===== config.mk =====
export PLATFORM = sky130hd
export DESIGN_NAME = fetch_controller
export DESIGN_NICKNAME = d
export VERILOG_FILES = /design/src/rtl/fetch_controller.sv
export SDC_FILE = /design/constraint.sdc
export NUM_CORES = 1
export LEC_CHECK = 0
export ABC_AREA = 1
export CORE_AREA = 2 2 125 127
export DETAILED_ROUTE_END_ITERATION = 6
export DIE_AREA = 0 0 127 129
export PLACE_DENSITY = 0.89
export SKIP_LAST_GASP = 1
export SYNTH_ARGS = -nofsm -noshare
export SYNTH_HDL_FRONTEND = slang
export SYNTH_SLANG_ARGS = --single-unit
export TNS_END_PERCENT = 10

===== constraint.sdc =====
create_clock -name clk -period 2.2 [get_ports clk]
set_input_delay 0.55 -clock clk [delete_from_list [all_inputs] [get_ports clk]]
set_output_delay 0.55 -clock clk [all_outputs]
set_load 0.02 [all_outputs]

===== src/rtl/fetch_controller.sv =====
// Instruction-fetch sequencer: owns the PC, drives InstructionMem and fills the IF/ID register
// through a valid/ready handshake, with branch flush, halt-word stop and fetch-fault detection.
module fetch_controller #(
  parameter logic [31:0] RESET_PC  = 32'h0000_0000,
  parameter int unsigned MEM_WORDS = 64,
  parameter logic [31:0] HALT_WORD = 32'hFFFF_FFFF
) (
  input  logic        clk,
  input  logic        rst,
  input  logic        start,
  output logic [31:0] imem_addr,
  input  logic [31:0] imem_instr,
  input  logic        redirect_valid,
  input  logic [31:0] redirect_pc,
  output logic        out_valid,
  input  logic        out_ready,
  output logic [31:0] out_instr,
  output logic [31:0] out_pc,
  output logic        halted,
  output logic        fault,
  output logic [31:0] fetch_count
);

  localparam logic [31:0] PcLimit = 32'(MEM_WORDS * 4);

  typedef enum logic [1:0] {StIdle, StRun, StHalt, StFault} state_e;

  state_e      state_q;
  logic [31:0] pc_q;
  logic        redirect_bad;
  logic        accept;

  assign imem_addr    = pc_q;
  assign redirect_bad = (redirect_pc[1:0] != 2'b00) || (redirect_pc >= PcLimit);
  // A redirect discards the held instruction, so it is never counted as accepted.
  assign accept       = out_valid && out_ready && !redirect_valid;

  always_ff @(posedge clk) begin
    if (!rst) begin
      state_q     <= StIdle;
      pc_q        <= RESET_PC;
      out_valid   <= 1'b0;
      out_instr   <= 32'h0;
      out_pc      <= 32'h0;
      halted      <= 1'b0;
      fault       <= 1'b0;
      fetch_count <= 32'h0;
    end else begin
      if (accept) begin
        fetch_count <= fetch_count + 32'd1;
      end
      case (state_q)
        StIdle: begin
          if (start) begin
            state_q <= StRun;
          end
        end
        StRun: begin
          if (redirect_valid) begin
            out_valid <= 1'b0;
            if (redirect_bad) begin
              fault   <= 1'b1;
              state_q <= StFault;
            end else begin
              pc_q <= redirect_pc;
            end
          end else if (!out_valid || out_ready) begin
            if (pc_q >= PcLimit) begin
              fault     <= 1'b1;
              out_valid <= 1'b0;
              state_q   <= StFault;
            end else begin
              out_instr <= imem_instr;
              out_pc    <= pc_q;
              out_valid <= 1'b1;
              // The PC parks on the halt word so imem_addr stays there.
              if (imem_instr == HALT_WORD) begin
                state_q <= StHalt;
              end else begin
                pc_q <= pc_q + 32'd4;
              end
            end
          end
        end
        StHalt: begin
          if (!halted && redirect_valid) begin
            out_valid <= 1'b0;
            if (redirect_bad) begin
              fault   <= 1'b1;
              state_q <= StFault;
            end else begin
              pc_q    <= redirect_pc;
              state_q <= StRun;
            end
          end else if (out_valid && out_ready) begin
            out_valid <= 1'b0;
            halted    <= 1'b1;
          end
        end
        StFault: begin
          out_valid <= 1'b0;
          fault     <= 1'b1;
        end
        default: begin
          state_q <= StIdle;
        end
      endcase
    end
  end

endmodule

## After elaboration in Yosys (flattened, before gate mapping)

Cells that the tools add are included.

| cells by class | value |
|---|---|
| add/sub/neg operators | 2 |
| $lt $le $gt $ge | 2 |
| equality and inequality tests | 13 |
| muxes and demuxes | 28 |
| bitwise operators | 3 |
| reduce and logical (&&, ||, !) cells | 19 |

Operators with widths:

| kind | number |
|---|---|
| 32-bit 2-to-1 mux | 6 |
| 32-bit by 9-bit >= comparator with 1-bit output (second input constant) | 2 |
| 32-bit one-hot mux with 2 select lines | 1 |
| 32-bit by 1-bit adder with 32-bit output (second input constant) | 1 |
| 32-bit by 3-bit adder with 32-bit output (second input constant) | 1 |
| 32-bit equality test (second input constant) | 1 |
| 3-bit != test (second input constant) | 6 |
| 2-bit 2-to-1 mux | 8 |
| 1-bit 2-to-1 mux | 10 |
| 4-bit AND reduction | 2 |
| 1-bit one-hot mux with 3 select lines | 2 |
| 2-bit one-hot mux with 3 select lines | 1 |
| 3-bit AND reduction | 2 |
| 6-bit AND reduction | 1 |
| 3-bit nonzero test | 2 |
| 5-bit AND reduction | 1 |
| 2-bit equality test (second input constant) | 2 |
| 2-bit != test (second input constant) | 2 |
| 4-bit != test (second input constant) | 1 |
| 2-bit nonzero test | 2 |
| 1-bit logical AND | 3 |
| 1-bit logical NOT | 3 |
| 1-bit inverter | 3 |
| 2-bit by 1-bit equality test with 1-bit output (second input constant) | 1 |
| other kinds (2) | 3 |

| word-level totals | value |
|---|---|
| bits in registers | 133 |
| input bits | 69 |
| output and inout bits | 131 |
| logic and storage cells | 75 |

## Depth between registers and ports, before layout

| depth | value |
|---|---|
| depth in word-level cells | 6 |
| gate-level depth with buffers | 13 |
| depth with buffers taken out | 13 |

## Worst setup path before layout

OpenSTA, ideal clock, no wires.

| timing path | value |
|---|---|
| kind | input to register |
| from | input redirect_pc[13] |
| to | register pc_q[14] (netlist: imem_addr[14]) |
| library setup time | 0.113 ns |
| arrival | 1.690 ns |
| data required time | 2.087 ns |
| path slack | 0.397 ns |
| cell stages on the path | 9 |
| buffers on the path | 1 |
| path through | nor2_1 nand4_1 nor2_1 nand2_2 buf_2 a21oi_1 nand2_1 nand3_1 nor2_1 |

| between the ends | value |
|---|---|
| longest elaborated chain between the ends | 5 |
| elaborated cells between the ends (all ways) | 6 |
| classes of those cells | order compare: 1; mux: 4; reduce/logical: 1 |

RTL lines:

| element | line | text |
|---|---|---|
| start, declared | 14 | `input logic [31:0] redirect_pc,` |
| 32-bit by 9-bit >= comparator with 1-bit output * | 34 | `assign redirect_bad = (redirect_pc[1:0] != 2'b00) \|\| (redirect_pc >= PcLimit);` |
| 1-bit logical OR * | 34 |  |
| 32-bit 2-to-1 mux * | -- |  |
| 32-bit 2-to-1 mux (on tied branches) | -- |  |
| 32-bit one-hot mux with 2 select lines * | -- |  |
| end signal, assigned | 65 | `pc_q <= redirect_pc;` |
| end signal, assigned | 80 | `pc_q <= pc_q + 32'd4;` |
| end signal, assigned | 92 | `pc_q <= redirect_pc;` |
| end, declared | 29 | `logic [31:0] pc_q;` |

Every way passes the cells marked *; elsewhere a longest branch is shown, timed or not. The select of a mux whose other input is x is not followed.
A chain may end at the register's enable or synchronous reset.

## Worst setup path in the final report

| timing path | value |
|---|---|
| from | register pc_q[22] (netlist: imem_addr[22]) |
| to | output imem_addr[22] |

RTL lines:

| element | line | text |
|---|---|---|
| end, declared | 11 | `output logic [31:0] imem_addr,` |

No word-level cell between the ends.

==> run summary <==
CP endpoint: imem_addr[22]
DR pass1 iterations: 5
reg2reg path depth: 10
clock sink total: 133
clock slew at reported path FFs: 0.06 ns
Final Core Density: 67.0%
Main synth FF type: dfxtp_1
mean post-synth cell area: 6.40 um^2
DRC viols: 0
final wirelength: 21100 um
measured slew at the worst slew-check pin: 0.463 ns
Syn Nets: 1175
fraction of registers with async set/reset: 0%
Worst EP arrival: 1.61 ns
Hold/Removal Path Class: reg2reg
dpl cell area: 9500 um^2
DR top layer: met4
Synth Warn #: 0
final setup margin: 0.0389 ns
die footprint: 16400 um^2
Int Power: 5.30 mW
io pins: 200
final instance area: 10000 um^2
pin count of the biggest net entering global routing: 59
Setup Fix Bufs, Post-CTS: 0
initial antenna violation count: 0
synth cell count leaders: nand2_1 (269), nor2_1 (253), dfxtp_1 (133)
CP Depth: 1
Clock power frac: 31.3%
Tot Pwr: 8.25 mW
post-synth top area share: 37.9%
TritonCTS buffer count: 17
Seq/Total Area, Yosys: 37.9%
CP max-delay cell: clkdlybuf4s50_1
initial detailed-routing violation count: 618
Final setup viols: 0
placed instance count: 1494
total grt overflow: 0
vias in the first global route: 7497
WP buf/inv: 1
Vias: 7823
routability cong.: 0.974
CTS tree: built
CTS H-Tree Depth: 4
Sw Ratio: 35.8%
Area contributors post-synth: dfxtp_1 (38%), nand2_1 (14%), nor2_1 (14%)
worst clock skew: 0.00854 ns
Startpoint Class: register
Final Max Tran Viols: 0
Crit path required time: 1.65 ns
Site Rows: 45
number of distinct library cells after synthesis: 31
final hold violation count: 0
Slew HR: 68.9%
Die Y: 129 um
PwrDens: 822 nW/um^2
metal3 WL: 1670 um
maximum vdd drop: 586 uV
reg-to-reg critical path startpoint: imem_addr[22]$_SDFFE_PN0P_
# hold bufs at CTS: 0
total track usage: 26.1%
met2 wire len: 10100 um
vias per cell: 5.13
Root Driver: clkbuf_16
final net count: 1401
power share of the combinational group: 33.0%
Psw: 2.95 mW
DP Worst Slack: -0.0845 ns
start point of the critical path: imem_addr[22]$_SDFFE_PN0P_
worst reg-to-reg setup slack: 0.25 ns
initial core utilization: 47.0%
worst setup path category: reg2out
unrepaired setup endpoints after global routing: false
Metal-1 WL: 8850 um
status: finished, final reports clean
crit-path cells: clkdlybuf4s50_1
cell with the most instances after synthesis: nand2_1
CTS-repair resized insts: 0
Die X: 127 um
Critical Path Max Stage Delay: 0.67 ns
LEAKAGE: 3.96 nW
Wirelength per Cell: 13.8 um
number of diodes: 0
period utilization: 98.2%
Synth area leader: dfxtp_1
Seq pwr share: 35.7%
Critical Path End Type: primary output
Yosys reg bits: 133
worst hold slack: 0.462 ns
Core ar.: 15000 um^2
IO buf count: 199
DP HPWL: 15600 um
layout overhead on the synthesized area: 42.7%
Achievable Freq: 463 MHz
post-layout minimum cycle time: 2.16 ns
clk_lat worst skew: 0.41 ns
Max-Cap Viols: 0
mapped cell area: 7030 um^2
Setup TNS: 0 ns
Non-Filler Instances: 1525
layout cell share with drive strength beyond 1: 7.78%
CTS max path bufs: 2
Syn Inst Count: 1099
EDFF count, synth: 0
ANT nets after route: 0
FF-to-FF End: out_instr[14]$_SDFFE_PN0P_
critical path peak fanout: 9
first-pass GRT wire length: 34900 um
cell type group with the largest total delay on the critical path: buffers and inverters
state kept, by name, indices dropped and copies added (netlist names):
| name | count |
|---|---|
| out_valid | 1 |
| fault | 1 |
| halted | 1 |
| state_q | 2 |
| imem_addr | 32 |
| out_pc | 32 |
| fetch_count | 32 |
| out_instr | 32 |
area by class of cell:
| cell class | instances | area, um^2 |
|---|---|---|
| Inverter | 88 | 330 |
| Sequential cell | 133 | 2660 |
| Timing Repair Buffer | 249 | 2440 |
| Clock inverter | 12 | 97.6 |
| Clock buffer | 19 | 433 |
| Multi-Input combinational cell | 836 | 3840 |
| Fill cell | 1262 | 4940 |
| Tap cell | 188 | 235 |
how the worst min path moves through the flow:
stage	from	end	slack, ns	depth (start not counted)
2_1_floorplan	fault$_SDFFE_PN0P_	fault$_SDFFE_PN0P_	0.53	2
3_3_place_gp	fault$_SDFFE_PN0P_	fault$_SDFFE_PN0P_	0.44	2
3_5_place_dp	fault$_SDFFE_PN0P_	fault$_SDFFE_PN0P_	0.44	2
4_1_cts	fault$_SDFFE_PN0P_	fault$_SDFFE_PN0P_	0.46	2
5_1_grt	out_pc[30]$_SDFFE_PN0P_	out_pc[30]$_SDFFE_PN0P_	0.48	1
6_report	fault$_SDFFE_PN0P_	fault$_SDFFE_PN0P_	0.46	2
power by group through the flow:
stage / Clock, mW / Combinational, mW / Sequential, mW
after global placement: 0 / 2.66 / 2.98
final: 2.58 / 2.72 / 2.95
after global routing: 2.72 / 3.03 / 2.99
after detailed placement: 0 / 2.71 / 2.99
after floorplan: 0 / 1.42 / 3.16
after CTS: 2.62 / 2.73 / 2.94
routing by layer:
layer / track usage, % / vias up
li1: - / 3959
met1: 31.2 / 3523
met2: 44.5 / 302
met3: 7.03 / 39
met4: 11.2 / 0
met5: 0 / -
logic make-up after synthesis:
family                     count (synthesis)  synth area share [%]
AOI/OAI and AO/OA                        140                  10.2
xor gates and xnor gates                  22                  2.74
adders and majority gates                  7                  1.25
buffers and inverters                    130                  7.56
DFF                                      133                  37.9
and+or+nand+nor                          667                  40.3
placed cells by master (no fill, tap or decap), types with 27 or more instances in the layout:
cell,n
clkdlybuf4s50_1,198
o21ai_0,70
buf_4,44
nand2_1,269
a21oi_1,60
dfxtp_1,132
nor3b_1,27
inv_1,84
nand3_1,47
nor2_1,253
(Power assumes the default switching activity.)
